===== config.mk =====
export PLATFORM = sky130hd
export DESIGN_NAME = rc5_key_expand
export DESIGN_NICKNAME = d
export VERILOG_FILES = /design/src/rtl/rc5_pkg.sv /design/src/rtl/rotl.sv /design/src/rtl/rc5_key_expand.sv
export SDC_FILE = /design/constraint.sdc
export NUM_CORES = 2
export LEC_CHECK = 0
export ABC_AREA = 1
export CORE_MARGIN = 10
export CORE_UTILIZATION = 40
export CTS_CLUSTER_DIAMETER = 80
export DETAILED_ROUTE_END_ITERATION = 6
export PLACE_DENSITY = 0.63
export RECOVER_POWER = 25
export SYNTH_ARGS = -nofsm -noshare
export SYNTH_HDL_FRONTEND = slang
export SYNTH_SLANG_ARGS = --single-unit

===== constraint.sdc =====
create_clock -name clk -period 27.5 [get_ports clk]
set_clock_uncertainty 0.2 [all_clocks]
set_input_delay 5.5 -clock clk [delete_from_list [all_inputs] [get_ports clk]]
set_output_delay 5.5 -clock clk [all_outputs]
set_load 0.02 [all_outputs]

===== src/rtl/rc5_pkg.sv =====
// rc5_pkg: RC5-16 magic constants, table sizes and the key-expansion state encoding
// shared by the key expander, its controller and the bench.
package rc5_pkg;

    localparam logic [15:0] P16 = 16'hB7E1;
    localparam logic [15:0] Q16 = 16'h9E37;

    localparam int unsigned MAX_ROUNDS  = 16;
    localparam int unsigned NUM_SUBKEYS = 34;

    typedef enum logic [1:0] {
        StIdle,
        StInit,
        StMix,
        StDone
    } kx_state_e;

endpackage


===== src/rtl/rotl.sv =====
// rotl: 16-bit rotate-left by a 4-bit amount (amount 0 passes data through).
module rotl (
    input  logic [15:0] data_i,
    input  logic [3:0]  n_i,
    output logic [15:0] data_o
);

    assign data_o = (data_i << n_i) | (data_i >> (5'd16 - {1'b0, n_i}));

endmodule


===== src/rtl/rc5_key_expand.sv =====
// rc5_key_expand: RC5-16 key schedule producing S[0:33], one INIT entry or MIX step per cycle.
// Optional RC5_KEY_ROUND_CHECK_EN: reject out-of-range r/b with an err pulse instead of clamping.
module rc5_key_expand
    import rc5_pkg::*;
#(
    parameter int unsigned MAX_KEY_BYTES = 16
) (
    input  logic                       clk,
    input  logic                       rst,
    input  logic                       start,
    input  logic [8*MAX_KEY_BYTES-1:0] key,
    input  logic [4:0]                 key_len,
    input  logic [4:0]                 num_rounds,
    output logic [15:0]                subkeys [0:NUM_SUBKEYS-1],
    output logic                       busy,
    output logic                       valid,
    output logic                       err
);

    localparam int unsigned CMax = MAX_KEY_BYTES / 2;
    localparam int unsigned LW   = $clog2(CMax);
    localparam logic [5:0]  MaxB = 6'(MAX_KEY_BYTES);
    localparam logic [4:0]  MaxR = 5'(MAX_ROUNDS);

    kx_state_e   r_state;
    logic [15:0] r_s   [0:NUM_SUBKEYS-1];
    logic [15:0] r_l   [0:CMax-1];
    logic [15:0] r_a, r_b;
    logic [5:0]  r_k, r_i, r_j, r_t, r_c;
    logic [6:0]  r_n, r_nlast;
    logic        r_busy, r_valid, r_err;

    logic [4:0]  w_r_eff;
    logic [5:0]  w_b_eff, w_t, w_c, w_tc;
    logic [6:0]  w_n_tot;
    logic        w_cfg_bad, w_accept;
    logic [15:0] w_l_load [0:CMax-1];
    logic [15:0] w_sum_a, w_a_new, w_ab, w_sum_b, w_b_new, w_init_val;

    always_comb begin
        w_r_eff = (num_rounds > MaxR) ? MaxR : num_rounds;
        w_b_eff = ({1'b0, key_len} > MaxB) ? MaxB : {1'b0, key_len};
        w_t     = {w_r_eff, 1'b0} + 6'd2;
        w_c     = (w_b_eff + 6'd1) >> 1;
        if (w_c == 6'd0) begin
            w_c = 6'd1;
        end
        w_tc    = (w_t > w_c) ? w_t : w_c;
        w_n_tot = {1'b0, w_tc} + {w_tc, 1'b0};
        // Bytes beyond the key length never reach L.
        for (int w = 0; w < CMax; w++) begin
            w_l_load[w] = key[16*w +: 16];
            if (6'(2 * w) >= w_b_eff) begin
                w_l_load[w][7:0] = 8'h00;
            end
            if (6'(2 * w + 1) >= w_b_eff) begin
                w_l_load[w][15:8] = 8'h00;
            end
        end
    end

`ifdef RC5_KEY_ROUND_CHECK_EN
    assign w_cfg_bad = (num_rounds > MaxR) || ({1'b0, key_len} > MaxB);
`else
    assign w_cfg_bad = 1'b0;
`endif

    // DONE only accepts once valid is up; its first cycle still counts as busy.
    assign w_accept = start && ((r_state == StIdle) || ((r_state == StDone) && r_valid));

    assign w_init_val = P16 + Q16 * {10'd0, r_k};
    assign w_sum_a    = r_s[r_i] + r_a + r_b;
    assign w_ab       = w_a_new + r_b;
    assign w_sum_b    = r_l[r_j[LW-1:0]] + w_ab;

    rotl u_rotl_a (
        .data_i (w_sum_a),
        .n_i    (4'd3),
        .data_o (w_a_new)
    );

    rotl u_rotl_b (
        .data_i (w_sum_b),
        .n_i    (w_ab[3:0]),
        .data_o (w_b_new)
    );

    always_ff @(posedge clk or posedge rst) begin
        if (rst) begin
            r_state <= StIdle;
            for (int x = 0; x < NUM_SUBKEYS; x++) begin
                r_s[x] <= '0;
            end
            for (int w = 0; w < CMax; w++) begin
                r_l[w] <= '0;
            end
            r_a     <= '0;
            r_b     <= '0;
            r_k     <= '0;
            r_i     <= '0;
            r_j     <= '0;
            r_t     <= '0;
            r_c     <= '0;
            r_n     <= '0;
            r_nlast <= '0;
            r_busy  <= 1'b0;
            r_valid <= 1'b0;
            r_err   <= 1'b0;
        end else begin
            r_err <= 1'b0;
            unique case (r_state)
                StIdle, StDone: begin
                    if (w_accept && w_cfg_bad) begin
                        r_err <= 1'b1;
                    end else if (w_accept) begin
                        for (int w = 0; w < CMax; w++) begin
                            r_l[w] <= w_l_load[w];
                        end
                        r_t     <= w_t;
                        r_c     <= w_c;
                        r_nlast <= w_n_tot - 7'd1;
                        r_k     <= '0;
                        r_busy  <= 1'b1;
                        r_valid <= 1'b0;
                        r_state <= StInit;
                    end else if ((r_state == StDone) && !r_valid) begin
                        r_valid <= 1'b1;
                        r_busy  <= 1'b0;
                    end
                end
                StInit: begin
                    for (int x = 0; x < NUM_SUBKEYS; x++) begin
                        if (6'(x) == r_k) begin
                            r_s[x] <= w_init_val;
                        end else if ((r_k == 6'd0) && (6'(x) >= r_t)) begin
                            r_s[x] <= '0;
                        end
                    end
                    if (r_k == r_t - 6'd1) begin
                        r_i     <= '0;
                        r_j     <= '0;
                        r_n     <= '0;
                        r_a     <= '0;
                        r_b     <= '0;
                        r_state <= StMix;
                    end else begin
                        r_k <= r_k + 6'd1;
                    end
                end
                StMix: begin
                    r_s[r_i]         <= w_a_new;
                    r_l[r_j[LW-1:0]] <= w_b_new;
                    r_a              <= w_a_new;
                    r_b              <= w_b_new;
                    r_i              <= (r_i + 6'd1 == r_t) ? 6'd0 : r_i + 6'd1;
                    r_j              <= (r_j + 6'd1 == r_c) ? 6'd0 : r_j + 6'd1;
                    if (r_n == r_nlast) begin
                        r_state <= StDone;
                    end else begin
                        r_n <= r_n + 7'd1;
                    end
                end
                default: r_state <= StIdle;
            endcase
        end
    end

    assign subkeys = r_s;
    assign busy    = r_busy;
    assign valid   = r_valid;
    assign err     = r_err;

endmodule

==> metrics.txt <==
f_max 71.34 MHz; commonest non-fill, non-tap cells in the layout nand2_1, dfrtp_1, clkdlybuf4s50_1, inv_1, a21oi_1; top post-synthesis cells by area dfrtp_1, nand2_1, a21oi_1; FF-to-FF path depth 50; final hold vios 0; final setup vio count 0; Yosys reg bits 750; chip width approximately 360 um; area leader, netlist dfrtp_1; final net count ~6,800; synthesized area per cell between 7 and 8 um^2; CP startpoint r_i[2]$_DFFE_PP0P_; Clock Latency Late Sink 0.72 ns; Synth Warn # 0; worst r2r src r_i[2]$_DFFE_PP0P_; CP dominant cell by count nand2_1; FFs w/ async S/R, synth 100.0%; # IOs 688; Post-Syn Instances 5,966; layout overhead on the synthesized area 24.63%; number of synthesized flops with an enable pin 0; Final period util 50.97%; Primary FF master, synth dfrtp_1; net count after synthesis 6,267; CTS Sinks 750; CP Depth 50; Crit path buffers/inverters 8; worst reg2reg path endpoint r_l[34]$_DFFE_PP0P_; final setup TNS 0 ns; CP peak stage delay 1.56 ns; pin count of the biggest net entering global routing 178; Critical Path Slowest Stage Cell clkbuf_1; die height 358.4 um; sequential-to-total area share from yosys stat 40.97%; DR vias/cell 6.493; Setup crit end kind register; DRT Wirelength 265.3 mm; Die Area approximately 130,000 um^2; clock slew at reported path FFs 0.06 ns; hold_buf cts 0; vias in the first global route 48,840; share of the synthesized area in the top cell type 40.97%; Worst Hold Class register to register; count of final max-slew check failures between 500 and 600; share of layout cells above drive strength 1 5.536%; CP arrival 14.40 ns; 1st-pass router iterations 7; crit path kind register to register; HPWL after detailed placement 190.7 mm; failing checks DRC, capacitance limit, slew limit; Crit path required time 27.88 ns; final routed DRC violation total 8; Mapped Area between 40,000 and 50,000 um^2; Yosys cell types 67; post-cts sizing count 0; Startpoint Class register; number of buffers created by CTS 89; Core Region 114,000 um^2; # Post-CTS Setup Buffers 0; status finished with violations; Routability Congestion roughly 1.0; FILL cells roughly 11,000; CTS tree built; Worst slew margin -235.4%; PortBufs 686; commonest non-fill, non-tap cell in the layout nand2_1; vias 52,540; Total GRT Usage 39.41%; RSZ-0062 raised after global routing no; effective utilization at floorplan 40.17%; delay-heaviest family, CP buffers and inverters; Critical Path Sink r_l[34]$_DFFE_PP0P_; worst-path fanout max 37; routed length per instance 32.78 um; CTS HTree Levels 3; initial detailed-routing violation count roughly 9,000; Tmin final 14.02 ns; CTS root buffer clkbuf_16; initial antenna violation count 19; ANT nets after route 0; Core Rows 124; Slew @ Worst Pin 5.003 ns; Longest Clk Path Bufs 3; GRT overflow 0; total of max-cap violations 20; Worst R2R Setup Slack 13.48 ns; global-route wire length before repair ~370 mm
==> worst register-to-register path: cells and delay by family, from the launching register on <==
family | cells | cell delay, ns
adders and majority gates | 4 | 1.68
AOI/OAI and AO/OA | 10 | 2.11
buffers and inverters | 8 | 5.41
and+or+nand+nor | 27 | 3.91
DFF | 1 | 0.45
xor gates and xnor gates | 1 | 0.16
==> how the worst min path moves through the flow <==
stage / slack [ns] / startpoint / endpoint / cells past startpoint
floorplan: 0.25 / r_l[3]$_DFFE_PP0P_ / r_l[3]$_DFFE_PP0P_ / 2
global placement: 0.27 / r_c[4]$_DFFE_PP0P_ / r_c[4]$_DFFE_PP0P_ / 2
detailed placement: 0.27 / r_l[3]$_DFFE_PP0P_ / r_l[3]$_DFFE_PP0P_ / 2
CTS: 0.29 / r_l[3]$_DFFE_PP0P_ / r_l[3]$_DFFE_PP0P_ / 2
global route: 0.32 / r_l[99]$_DFFE_PP0P_ / r_l[99]$_DFFE_PP0P_ / 2
finish: 0.29 / r_c[4]$_DFFE_PP0P_ / r_c[4]$_DFFE_PP0P_ / 2
==> cell usage after synthesis (all sizes together) (10+ instances only) <==
cell,n
clkinv,32
a21oi,636
a2bb2oi,23
a31oi,128
or4,10
a22o,11
nand3,360
fa,34
xnor2,29
a21boi,18
inv,685
o2111ai,38
xor2,38
a22oi,132
a221oi,101
clkbuf,263
ha,126
buf,94
o21a,57
nor2,481
nand2,1064
nand4,48
o22ai,205
o211ai,43
dfrtp,750
o21ai,325
o221ai,56
nor3,81
or2,33
==> stage by stage <==
stage | instance area (um^2) | util [%] | instances | hold WS, ns | worst slack (ns)
floorplan | 45810 | - | 5966 | 0.2492 | 0.7522
global placement | 54280 | 47.60 | 7926 | 0.2694 | 16.32
detailed placement | 54280 | 47.60 | 7926 | 0.2738 | 16.18
CTS | 57190 | 50.15 | 8087 | 0.2894 | 16.11
global route | 57070 | 50.05 | 8087 | 0.3191 | 13.24
finish | 57090 | 50.06 | 8092 | 0.2882 | 13.48
==> flip-flops by register name, indices dropped and copies added, names as in the netlist <==
register,cells
subkeys,544
r_l,128
r_a,16
r_b,16
r_n,7
r_nlast,7
r_i,6
r_j,6
r_k,6
r_c,5
r_t,5
r_state,2
busy,1
valid,1
==> layer usage <==
layer	global-route usage, %	wire length [um]	up-vias
met5	0	108	-
met4	22.78	19750	18
met3	17.00	43920	1021
met2	54.65	104900	4643
met1	50.54	96590	25190
li1	-	-	21680
==> logic make-up after synthesis <==
logic type	share of synthesized area (%)
AO/OA/AOI/OAI	24.54
XOR/XNOR	1.298
adder cells (fa/ha/maj)	4.928
buffers and inverters	8.979
flip-flops	40.97
other	0.01640
AND/OR/NAND/NOR	19.26
==> final cells by class <==
cell class	instances	area, um^2	area share [%]
tap	1512	1892	3.314
timing repair buffer	805	7730	13.54
sequential	750	18770	32.88
clock buffer	126	2556	4.478
clock inverter	35	345.3	0.6049
antenna	5	12.51	0.02192
inverter	717	2694	4.719
multi-input combinational	4142	23090	40.44
Power is not shown: default switching activity piles up to over one toggle a cycle in this logic, so the estimate is an artifact.
